File: src/rtl/rr_arbiter_8_pkg.sv
// Shared types and helpers for the 8-way round-robin arbiter.
// Holds the state encoding and the rotating priority pick.
package rr_arb_pkg;

  localparam int N_REQ = 8;
  localparam int IDX_W = 3;

  typedef enum logic {
    ST_IDLE  = 1'b0,
    ST_GRANT = 1'b1
  } arb_state_t;

  // Returns the lowest set index. All-zero input returns 0; callers gate on |v.
  function automatic logic [IDX_W-1:0] first_set(input logic [N_REQ-1:0] v);
    logic [IDX_W-1:0] r;
    r = '0;
    for (int i = N_REQ - 1; i >= 0; i--) begin
      if (v[i]) r = IDX_W'(i);
    end
    return r;
  endfunction

  // Rotate right by ptr so bit ptr becomes bit 0, pick the lowest set bit,
  // then rotate the index back. The 3-bit add wraps mod 8 for free.
  function automatic logic [IDX_W-1:0] rr_pick(input logic [N_REQ-1:0] req,
                                               input logic [IDX_W-1:0] ptr);
    logic [2*N_REQ-1:0] dbl;
    logic [N_REQ-1:0]   rot;
    dbl = {req, req} >> ptr;
    rot = dbl[N_REQ-1:0];
    return first_set(rot) + ptr;
  endfunction

endpackage

File: src/rtl/rr_arbiter_8_if.sv
// Request/grant bundle between the eight masters and the arbiter.
// The master side drives req/done; the arbiter (slave) drives the grant outputs.
interface rr_arbiter_8_if;
  import rr_arb_pkg::*;

  logic [N_REQ-1:0] req;
  logic             done;
  logic [N_REQ-1:0] grant;
  logic [IDX_W-1:0] gnt_idx;
  logic             gnt_valid;
  logic             timeout;

  modport master (
    output req,
    output done,
    input  grant,
    input  gnt_idx,
    input  gnt_valid,
    input  timeout
  );

  modport slave (
    input  req,
    input  done,
    output grant,
    output gnt_idx,
    output gnt_valid,
    output timeout
  );

endinterface

File: src/rtl/rr_arbiter_8_grant_decode.sv
// 3-to-8 decoder with enable. Feeds the grant register in the parent,
// so the one-hot select is derived from the same next-state index it registers.
module grant_decode
  import rr_arb_pkg::*;
(
  input  logic [IDX_W-1:0] idx,
  input  logic             en,
  output logic [N_REQ-1:0] onehot
);

  always_comb begin
    onehot = '0;
    if (en) onehot[idx] = 1'b1;
  end

endmodule

File: src/rtl/rr_arbiter_8.sv
// 8-requester round-robin arbiter with owner release and optional hold timeout.
//
// state    | meaning
// ST_IDLE  | no owner; arbitrate among req starting at ptr
// ST_GRANT | gnt_idx owns the slot until done, req drop or hold expiry
module rr_arbiter_8
  import rr_arb_pkg::*;
#(
  parameter int MAX_HOLD = 16,
  parameter int HOLD_W   = 5
) (
  input  logic         clk,
  input  logic         rst_n,
  rr_arbiter_8_if.slave bus
);

  localparam bit                HOLD_EN   = (MAX_HOLD != 0);
  localparam logic [HOLD_W-1:0] HOLD_LAST = HOLD_W'(MAX_HOLD - 1);
  localparam logic [HOLD_W-1:0] HOLD_SAT  = '1;

  arb_state_t       state_q, state_d;
  logic [IDX_W-1:0] ptr_q, ptr_d;
  logic [HOLD_W-1:0] hold_q, hold_d;
  logic [IDX_W-1:0] idx_q, idx_d;
  logic             valid_q, valid_d;
  logic [N_REQ-1:0] grant_q, grant_d;
  logic             timeout_q, timeout_d;

  logic             owner_req;
  logic             hold_expired;
  logic             release_now;

  assign owner_req    = bus.req[idx_q];
  assign hold_expired = HOLD_EN && (hold_q == HOLD_LAST);
  assign release_now  = bus.done || !owner_req || hold_expired;

  always_comb begin
    state_d   = state_q;
    ptr_d     = ptr_q;
    hold_d    = hold_q;
    idx_d     = idx_q;
    valid_d   = valid_q;
    timeout_d = 1'b0;
    case (state_q)
      ST_IDLE: begin
        if (|bus.req) begin
          idx_d   = rr_pick(bus.req, ptr_q);
          valid_d = 1'b1;
          hold_d  = '0;
          state_d = ST_GRANT;
        end
      end
      ST_GRANT: begin
        if (release_now) begin
          valid_d   = 1'b0;
          ptr_d     = idx_q + 1'b1;
          state_d   = ST_IDLE;
          // Only a pure counter expiry is flagged; done or req drop take precedence.
          timeout_d = !bus.done && owner_req;
        end else if (hold_q != HOLD_SAT) begin
          hold_d = hold_q + 1'b1;
        end
      end
      default: begin
        state_d = ST_IDLE;
        valid_d = 1'b0;
      end
    endcase
  end

  grant_decode u_grant_decode (
    .idx    (idx_d),
    .en     (valid_d),
    .onehot (grant_d)
  );

  always_ff @(posedge clk) begin
    if (!rst_n) begin
      state_q   <= ST_IDLE;
      ptr_q     <= '0;
      hold_q    <= '0;
      idx_q     <= '0;
      valid_q   <= 1'b0;
      grant_q   <= '0;
      timeout_q <= 1'b0;
    end else begin
      state_q   <= state_d;
      ptr_q     <= ptr_d;
      hold_q    <= hold_d;
      idx_q     <= idx_d;
      valid_q   <= valid_d;
      grant_q   <= grant_d;
      timeout_q <= timeout_d;
    end
  end

  assign bus.grant     = grant_q;
  assign bus.gnt_idx   = idx_q;
  assign bus.gnt_valid = valid_q;
  assign bus.timeout   = timeout_q;

endmodule

File: src/flat_wrapper.sv
// flat-port wrapper written by rule: the top's interface ports become plain ports
module rr_arbiter_8_flat import rr_arb_pkg::*;
#(
  parameter int MAX_HOLD = 16,
  parameter int HOLD_W   = 5
)
  (clk, rst_n, bus_req, bus_done, bus_grant, bus_gnt_idx, bus_gnt_valid, bus_timeout);
  rr_arbiter_8_if bus_i ();
  input  logic clk;
  input  logic rst_n;
  input wire logic [$bits(bus_i.req)-1:0] bus_req;
  input wire logic [$bits(bus_i.done)-1:0] bus_done;
  output wire logic [$bits(bus_i.grant)-1:0] bus_grant;
  output wire logic [$bits(bus_i.gnt_idx)-1:0] bus_gnt_idx;
  output wire logic [$bits(bus_i.gnt_valid)-1:0] bus_gnt_valid;
  output wire logic [$bits(bus_i.timeout)-1:0] bus_timeout;
  assign bus_i.req = bus_req;
  assign bus_i.done = bus_done;
  assign bus_grant = bus_i.grant;
  assign bus_gnt_idx = bus_i.gnt_idx;
  assign bus_gnt_valid = bus_i.gnt_valid;
  assign bus_timeout = bus_i.timeout;
  rr_arbiter_8 #(.MAX_HOLD(MAX_HOLD), .HOLD_W(HOLD_W)) u_core (.clk(clk), .rst_n(rst_n), .bus(bus_i));
endmodule
File: config.mk
export PLATFORM = sky130hd
export DESIGN_NAME = rr_arbiter_8_flat
export DESIGN_NICKNAME = d
export VERILOG_FILES = /design/src/rtl/rr_arbiter_8_pkg.sv /design/src/rtl/rr_arbiter_8_if.sv /design/src/rtl/rr_arbiter_8_grant_decode.sv /design/src/rtl/rr_arbiter_8.sv /design/src/flat_wrapper.sv
export SDC_FILE = /design/constraint.sdc
export NUM_CORES = 1
export LEC_CHECK = 0
export CAP_MARGIN = 20
export CORE_ASPECT_RATIO = 1.25
export CORE_MARGIN = 2
export CORE_UTILIZATION = 53
export CTS_CLUSTER_DIAMETER = 120
export DETAILED_ROUTE_END_ITERATION = 6
export PLACE_DENSITY = 0.89
export SLEW_MARGIN = 10
export SYNTH_ARGS = -nofsm -noshare
export SYNTH_HDL_FRONTEND = slang
export SYNTH_SLANG_ARGS = --single-unit
File: constraint.sdc
create_clock -name clk -period 4 [get_ports clk]
set_input_delay 0.6 -clock clk [delete_from_list [all_inputs] [get_ports clk]]
set_output_delay 0.6 -clock clk [all_outputs]
set_load 0.02 [all_outputs]
-- Yosys cells after proc, flatten, opt, wreduce, memory -nomap -nowiden
Cells that the tools add are included.
- add/sub/neg operators: 3
- $lt $le $gt $ge: 3
- equality and inequality tests: 5
- shift-type cells: 1
- muxes and demuxes: 26
- bitwise gates (word level): 1
- reduce and logical (&&, ||, !) cells: 11
- operators by type and width (kind ; number):
    $mux 3 ; 12
    $shr 16x3->8 ; 1
    $mux 5 ; 3
    $pmux 5 s2 ; 1
    $lt 3x4->1 const B ; 2
    $reduce_or 8->1 ; 1
    $mux 1 ; 6
    $reduce_and 3->1 ; 2
    $add 5x1->5 const B ; 1
    $eq 5x4->1 const B ; 1
    $ne 5x5->1 const B ; 1
    $ne 2x2->1 const B ; 2
    $pmux 1 s2 ; 2
    $reduce_and 2->1 ; 2
    $add 3x1->3 const B ; 1
    $add 3x3->3 ; 1
    $bmux 1 s3 ; 1
    $demux 1 s3 ; 1
    $ge 3x1->1 const B ; 1
    $logic_and 1x1->1 ; 2
    $logic_not 1->1 ; 2
    $logic_or 1x1->1 ; 2
    $ne 2x1->1 const B ; 1
    $not 1->1 ; 1
- register bits: 22
- input port bits: 11
- output and inout bits: 13
- logic and storage cells: 57

-- Longest topological paths before layout
- word-level depth: 18
- gate-level depth with buffers: 16
- mapped depth without buffers: 14

-- Modules after synthesis
A second synthesis with hierarchy kept.
- cell total of the unflattened synthesis: 170
- area total of the unflattened synthesis: 1773.0 µm²
- modules (own cells, without submodules) (module ; times used ; cells each ; area an instance (µm²)):
    rr_arbiter_8 ; 1 ; 162 ; 1677.9
    grant_decode ; 1 ; 8 ; 95.1

-- Worst setup path after synthesis
OpenSTA, ideal clock, no wires.
- path kind: flip-flop to flip-flop
- start: register u_core.ptr_q[1]
- end: register u_core.grant_q[5] (netlist: u_core.bus.grant[5])
- library setup time: 0.092 ns
- data arrival time: 2.943 ns
- data required time: 3.908 ns
- setup slack: 0.965 ns
- cell stages (with the launch flop): 16
- cells stage by stage: dfxtp_1 > clkbuf_1 > buf_2 > mux2_2 > nor2_1 > a21oi_1 > o2111ai_1 > a21oi_1 > a31oi_1 > o21a_1 > ha_1 > inv_1 > fa_1 > xnor2_1 > mux2i_4 > nor4_1
- word-level cells in the longest chain between the ends: 18
- elaborated cells on any way between the ends: 19
- those cells by class: add/sub: 1; order compare: 2; shift: 1; mux: 14; reduce/logical: 1
- ends and longest elaborated chain (item ; line ; text):
    from (decl) ; rr_arbiter_8.sv:22 ; logic [IDX_W-1:0] ptr_q, ptr_d;
    from (signal assigned) ; rr_arbiter_8.sv:88 ; ptr_q <= ptr_d;
    $shr 16x3->8 ; rr_arbiter_8_pkg.sv:29 ; dbl = {req, req} >> ptr;
    $mux 3 (8 in series) ; rr_arbiter_8_pkg.sv:18 ; if (v[i]) r = IDX_W'(i);
    $mux 3 ; rr_arbiter_8.sv:46 ; if (|bus.req) begin
    $mux 3 ; rr_arbiter_8.sv:44 ; case (state_q)
    $add 3x3->3 (*) ; rr_arbiter_8_pkg.sv:31 ; return first_set(rot) + ptr;
    $mux 3 (*) ; rr_arbiter_8.sv:46 ;
    $mux 3 (*) ; rr_arbiter_8.sv:44 ;
    $lt 3x4->1 (not written as such) / $ge 3x1->1 (equally long branches) ; rr_arbiter_8_grant_decode.sv:13 ; if (en) onehot[idx] = 1'b1;
    $logic_and 1x1->1 (not written as such) ; rr_arbiter_8_grant_decode.sv:13 ;
    $mux 1 (not written as such) ; rr_arbiter_8_grant_decode.sv:13 ;
    $demux 1 s3 (*) ; rr_arbiter_8_grant_decode.sv:13 ;
    to (signal assigned) ; rr_arbiter_8.sv:92 ; grant_q <= grant_d;
    to (decl) ; rr_arbiter_8.sv:26 ; logic [N_REQ-1:0] grant_q, grant_d;
Every way passes the cells marked *; elsewhere a longest branch is shown, timed or not. The select of a mux whose other input is x is not followed.
A chain may end at the register's enable or synchronous reset.

-- Final worst setup path
- start: register u_core.ptr_q[1]
- end: register u_core.grant_q[7] (netlist: u_core.bus.grant[7])
The elaborated chain is that of the path after synthesis.

==> report_table.html <==
<table>
<tr><th>Metric</th><th>Value</th></tr>
<tr><th colspan="2">Clock network</th></tr>
<tr><td>Clock latency on the worst-skew pair</td><td>0.32 ns</td></tr>
<tr><td>TritonCTS sink count</td><td>22</td></tr>
<tr><td>Buffers inserted by post-CTS timing repair</td><td>0</td></tr>
<tr><td>Clock tree root driver cell</td><td>sky130_fd_sc_hd__clkbuf_4</td></tr>
<tr><td>Cells resized by post-CTS repair</td><td>0</td></tr>
<tr><td>Number of levels in the clock H-tree</td><td>1</td></tr>
<tr><td>CTS tree</td><td>done</td></tr>
<tr><td>Clock-pin slew on the worst setup and hold paths</td><td>0.12 ns</td></tr>
<tr><td>Worst-case clock buffer depth</td><td>2</td></tr>
<tr><td>Number of buffers inserted during clock tree synthesis</td><td>3</td></tr>
<tr><td>Number of hold-repair buffers added at the cts stage</td><td>0</td></tr>
<tr><th colspan="2">Route</th></tr>
<tr><td>Number of vias per cell after detailed routing</td><td>6.14</td></tr>
<tr><td>Vias</td><td>1370</td></tr>
<tr><td>Mean routed wirelength per cell</td><td>approximately 15 um</td></tr>
<tr><td>DR pass1 iterations</td><td>4</td></tr>
<tr><td>DRC violation count after routing</td><td>0</td></tr>
<tr><td>Final antenna-violating net count</td><td>0</td></tr>
<tr><td>Drt total wl</td><td>3.33 mm</td></tr>
<tr><td>DRT iter0 DRCs</td><td>44</td></tr>
<tr><th colspan="2">Synth</th></tr>
<tr><td>Summed instance area of the synthesized netlist</td><td>about 0.0015 sq mm</td></tr>
<tr><td>Most area-hungry cell type in the Yosys netlist</td><td>sky130_fd_sc_hd__dfxtp_1</td></tr>
<tr><td>Count of distinct cell types in the synthesized netlist</td><td>roughly 50</td></tr>
<tr><td>Register bit count reported by yosys</td><td>22</td></tr>
<tr><td>Post-synthesis async set-or-reset flop share</td><td>0%</td></tr>
<tr><td>Synth area leaders</td><td>sky130_fd_sc_hd__dfxtp_1 (30%), sky130_fd_sc_hd__mux2i_1 (5.5%), sky130_fd_sc_hd__nor2_1 (5.1%)</td></tr>
<tr><td>Syn. warnings</td><td>0</td></tr>
<tr><td>Sequential share of the synthesized area</td><td>around 30%</td></tr>
<tr><td>Area share of the largest cell type after synthesis</td><td>30.1%</td></tr>
<tr><td>Most common flop cell mapped by yosys</td><td>sky130_fd_sc_hd__dfxtp_1</td></tr>
<tr><td>Post-synth net total</td><td>roughly 180</td></tr>
<tr><td>EDFF count, synth</td><td>0</td></tr>
<tr><td>Average footprint of a synthesized cell</td><td>8.77 sq um</td></tr>
<tr><td>Synthesized netlist cell count</td><td>about 170</td></tr>
<tr><th colspan="2">Critical path</th></tr>
<tr><td>Max FO, Critical Path</td><td>15</td></tr>
<tr><td>Crit path launch type</td><td>register</td></tr>
<tr><td>Capturing element type of the critical path</td><td>register</td></tr>
<tr><td>Category of the critical setup timing path</td><td>reg -&gt; reg</td></tr>
<tr><td>Data required time of the critical path</td><td>4.22 ns</td></tr>
<tr><td>Endpoint arrival time on the critical path</td><td>3.61 ns</td></tr>
<tr><th colspan="2">Floorplan</th></tr>
<tr><td>FP Rows</td><td>21</td></tr>
<tr><td>Die width</td><td>between 50 and 60 um</td></tr>
<tr><td>Floorplan core area</td><td>0.00265 sq mm</td></tr>
<tr><td>Total I/O pin count</td><td>24</td></tr>
<tr><td>Die area</td><td>0.00320 sq mm</td></tr>
<tr><td>Die Ht</td><td>between 60 and 70 um</td></tr>
<tr><td>Effective utilization at floorplan</td><td>55.2%</td></tr>
<tr><th colspan="2">Timing</th></tr>
<tr><td>Pin slew with the least headroom to its limit</td><td>0.785 ns</td></tr>
<tr><td>Setup repair after global routing missed its margin</td><td>no</td></tr>
<tr><td>Max Clk Rate</td><td>0.294 GHz</td></tr>
<tr><td>Final critical-path required period</td><td>3.40 ns</td></tr>
<tr><td>Setup slack of the critical path after layout</td><td>about 0.6 ns</td></tr>
<tr><td>WHS</td><td>0.495 ns</td></tr>
<tr><td>Final hold viol count</td><td>0</td></tr>
<tr><td>Number of max-slew violations in the final report</td><td>0</td></tr>
<tr><td>Clock skew</td><td>0.00785 ns</td></tr>
<tr><td>Final setup violating endpoints</td><td>0</td></tr>
<tr><td>Final worst path period share</td><td>between 80% and 90%</td></tr>
<tr><td>Worst slew margin</td><td>47.4%</td></tr>
<tr><td>Setup Total Neg Slack</td><td>0 ns</td></tr>
<tr><th colspan="2">Global route</th></tr>
<tr><td>Global route total overflow</td><td>0</td></tr>
<tr><td>Pin count of the biggest net entering global routing</td><td>20</td></tr>
<tr><td>Wire length of the first global-routing pass</td><td>5.69 mm</td></tr>
<tr><td>Initial antenna violation count</td><td>0</td></tr>
<tr><td>GRT Resource Usage Total</td><td>22.7%</td></tr>
<tr><td>Vias in the first global route</td><td>1336</td></tr>
<tr><th colspan="2">Power and ir drop</th></tr>
<tr><td>Static leakage</td><td>roughly 0.00065 uW</td></tr>
<tr><td>Relative contribution of the clock network to total power</td><td>24.5%</td></tr>
<tr><td>Switch share</td><td>approximately 34%</td></tr>
<tr><td>Net switching component of the power</td><td>231 uW</td></tr>
<tr><td>Internal Power</td><td>~460 uW</td></tr>
<tr><td>Highest ir drop seen on vdd</td><td>roughly 0.26 mV</td></tr>
<tr><td>Seq pwr share</td><td>around 39%</td></tr>
<tr><td>Share of power burned in combinational logic</td><td>36.4%</td></tr>
<tr><td>Pwr Density</td><td>roughly 400 mW/mm^2</td></tr>
<tr><th colspan="2">Min path</th></tr>
<tr><td>Worst hold path class</td><td>reg -&gt; reg</td></tr>
<tr><th colspan="2">Finish</th></tr>
<tr><td>Final standard cell utilization of the core</td><td>66.6%</td></tr>
<tr><td>Number of nets in the final layout</td><td>a little over 200</td></tr>
<tr><td>Filler cell count in the final layout</td><td>210</td></tr>
<tr><td>Count of antenna diodes in the layout</td><td>0</td></tr>
<tr><td>Area Growth Syn to Fin</td><td>20.6%</td></tr>
<tr><td>Final Instance Count excl. Fillers</td><td>223</td></tr>
<tr><td>Fraction of layout cells with a size suffix above 1</td><td>between 10% and 20%</td></tr>
<tr><th colspan="2">Placement</th></tr>
<tr><td>Placed wire-length estimate</td><td>2.58 mm</td></tr>
<tr><td>Count of placed standard cells including taps</td><td>219</td></tr>
<tr><td>Minimum setup slack after placement</td><td>0.286 ns</td></tr>
<tr><td>Routability congestion estimate from global placement</td><td>0.877</td></tr>
<tr><td>Input/output buffers</td><td>23</td></tr>
<tr><th colspan="2">Flow run</th></tr>
<tr><td>Number of max-cap violations</td><td>0</td></tr>
<tr><th colspan="2">Run status</th></tr>
<tr><td>Status</td><td>complete, no violations</td></tr>
</table>
==> logic make-up (layout without fill, tap and decap cells) <==
| kind of cell | after synthesis | count (layout) | share of synthesized area, % |
|---|---|---|---|
| AO/OA/AOI/OAI | 42 | 42 | 19.6 |
| buffers and inverters | 13 | 35 | 3.93 |
| adder cells (fa/ha/maj) | 6 | 6 | 5.64 |
| flip-flops | 22 | 22 | 30.1 |
| AND/OR/NAND/NOR | 64 | 64 | 23.2 |
| multiplexers | 17 | 17 | 15.7 |
| XOR/XNOR | 3 | 3 | 1.79 |
==> stage by stage <==
| step | power, uW | area (sq um) |
|---|---|---|
| detailed placement | 519 | 1710 |
| global route | 722 | 1770 |
| CTS | 687 | 1770 |
| global placement | 507 | 1710 |
| finish | 688 | 1770 |
| floorplan | 440 | 1470 |
==> placed cells by master (no fill, tap or decap), types with 3 or more instances in the layout <==
cell type,n
sky130_fd_sc_hd__a211oi_1,4
sky130_fd_sc_hd__a21oi_1,13
sky130_fd_sc_hd__a31oi_1,4
sky130_fd_sc_hd__and3_1,5
sky130_fd_sc_hd__clkbuf_4,3
sky130_fd_sc_hd__clkdlybuf4s50_1,23
sky130_fd_sc_hd__dfxtp_1,22
sky130_fd_sc_hd__ha_1,5
sky130_fd_sc_hd__inv_1,6
sky130_fd_sc_hd__mux2_2,4
sky130_fd_sc_hd__mux2i_1,8
sky130_fd_sc_hd__nand2_1,11
sky130_fd_sc_hd__nand3_1,6
sky130_fd_sc_hd__nor2_1,20
sky130_fd_sc_hd__nor3_1,3
sky130_fd_sc_hd__nor4_1,3
sky130_fd_sc_hd__o21ai_0,6
==> critical path: stages (launching register included) <==
cell and delay, ns:
sky130_fd_sc_hd__dfxtp_1 0.75, sky130_fd_sc_hd__mux2_2 0.43, sky130_fd_sc_hd__nor2_1 0.10, sky130_fd_sc_hd__a21oi_1 0.07, sky130_fd_sc_hd__o2111ai_1 0.20, sky130_fd_sc_hd__a21oi_1 0.09, sky130_fd_sc_hd__a31oi_1 0.15, sky130_fd_sc_hd__o21a_1 0.14
sky130_fd_sc_hd__ha_1 0.15, sky130_fd_sc_hd__inv_1 0.05, sky130_fd_sc_hd__fa_1 0.38, sky130_fd_sc_hd__xnor2_1 0.26, sky130_fd_sc_hd__mux2i_4 0.16, sky130_fd_sc_hd__nor4_1 0.37
==> synth_stat cells, types with 3 or more instances <==
master                     number
sky130_fd_sc_hd__a211oi_1       4
sky130_fd_sc_hd__a21oi_1       13
sky130_fd_sc_hd__a31oi_1        4
sky130_fd_sc_hd__and3_1         5
sky130_fd_sc_hd__clkbuf_1       4
sky130_fd_sc_hd__dfxtp_1       22
sky130_fd_sc_hd__ha_1           5
sky130_fd_sc_hd__inv_1          6
sky130_fd_sc_hd__mux2_2         4
sky130_fd_sc_hd__mux2i_1        8
sky130_fd_sc_hd__nand2_1       11
sky130_fd_sc_hd__nand3_1        6
sky130_fd_sc_hd__nor2_1        20
sky130_fd_sc_hd__nor3_1         3
sky130_fd_sc_hd__nor4_1         3
sky130_fd_sc_hd__o21ai_0        6
==> per-layer routing <==
metal / global-route usage, % / vias up / share of wire (%) / routed length (um)
met1: 24.9 / 643 / 38 / 1280
met5: 0 / - / 0 / 0
li1: - / 662 / - / -
met3: 0.957 / 9 / 5.3 / 177
met4: 11.8 / 0 / 3.2 / 108
met2: 42.4 / 56 / 53 / 1760
==> sequential cells by signal (all words and copies together), names as in the netlist <==
| name | cells |
|---|---|
| u_core.bus.gnt_idx | 3 |
| u_core.bus.gnt_valid | 1 |
| u_core.bus.grant | 8 |
| u_core.bus.timeout | 1 |
| u_core.hold_q | 5 |
| u_core.ptr_q | 3 |
| u_core.state_q | 1 |
==> worst paths after layout <==
check | from | end | slack [ns] | cells after the start
worst max-delay path | u_core.ptr_q[1] | u_core.bus.grant[7] | 0.60 | 13
worst min-delay path | u_core.hold_q[3] | u_core.hold_q[3] | 0.50 | 2
worst max register to register | u_core.ptr_q[1] | u_core.bus.grant[7] | 0.60 | 13
worst min register to register | u_core.hold_q[3] | u_core.hold_q[3] | 0.50 | 2
==> area by class of cell <==
cell class	count	area [sq um]	area share [%]
multi-input cells	132	967	54.7
flip-flops and latches	22	440	24.9
inverters	7	26.3	1.49
clock inverters	1	30.0	1.70
well taps	34	42.5	2.41
clock buffers	3	22.5	1.27
repair buffers	24	238	13.5
==> power groups by stage <==
| stage | clock network (uW) | logic [uW] | registers (uW) |
|---|---|---|---|
| 2_1_floorplan | 0 | 168 | 272 |
| 3_3_place_gp | 0 | 235 | 272 |
| 3_5_place_dp | 0 | 246 | 273 |
| 4_1_cts | 171 | 249 | 268 |
| 5_1_grt | 176 | 274 | 272 |
| 6_report | 169 | 251 | 269 |
Power figures use the tool's default switching activity.
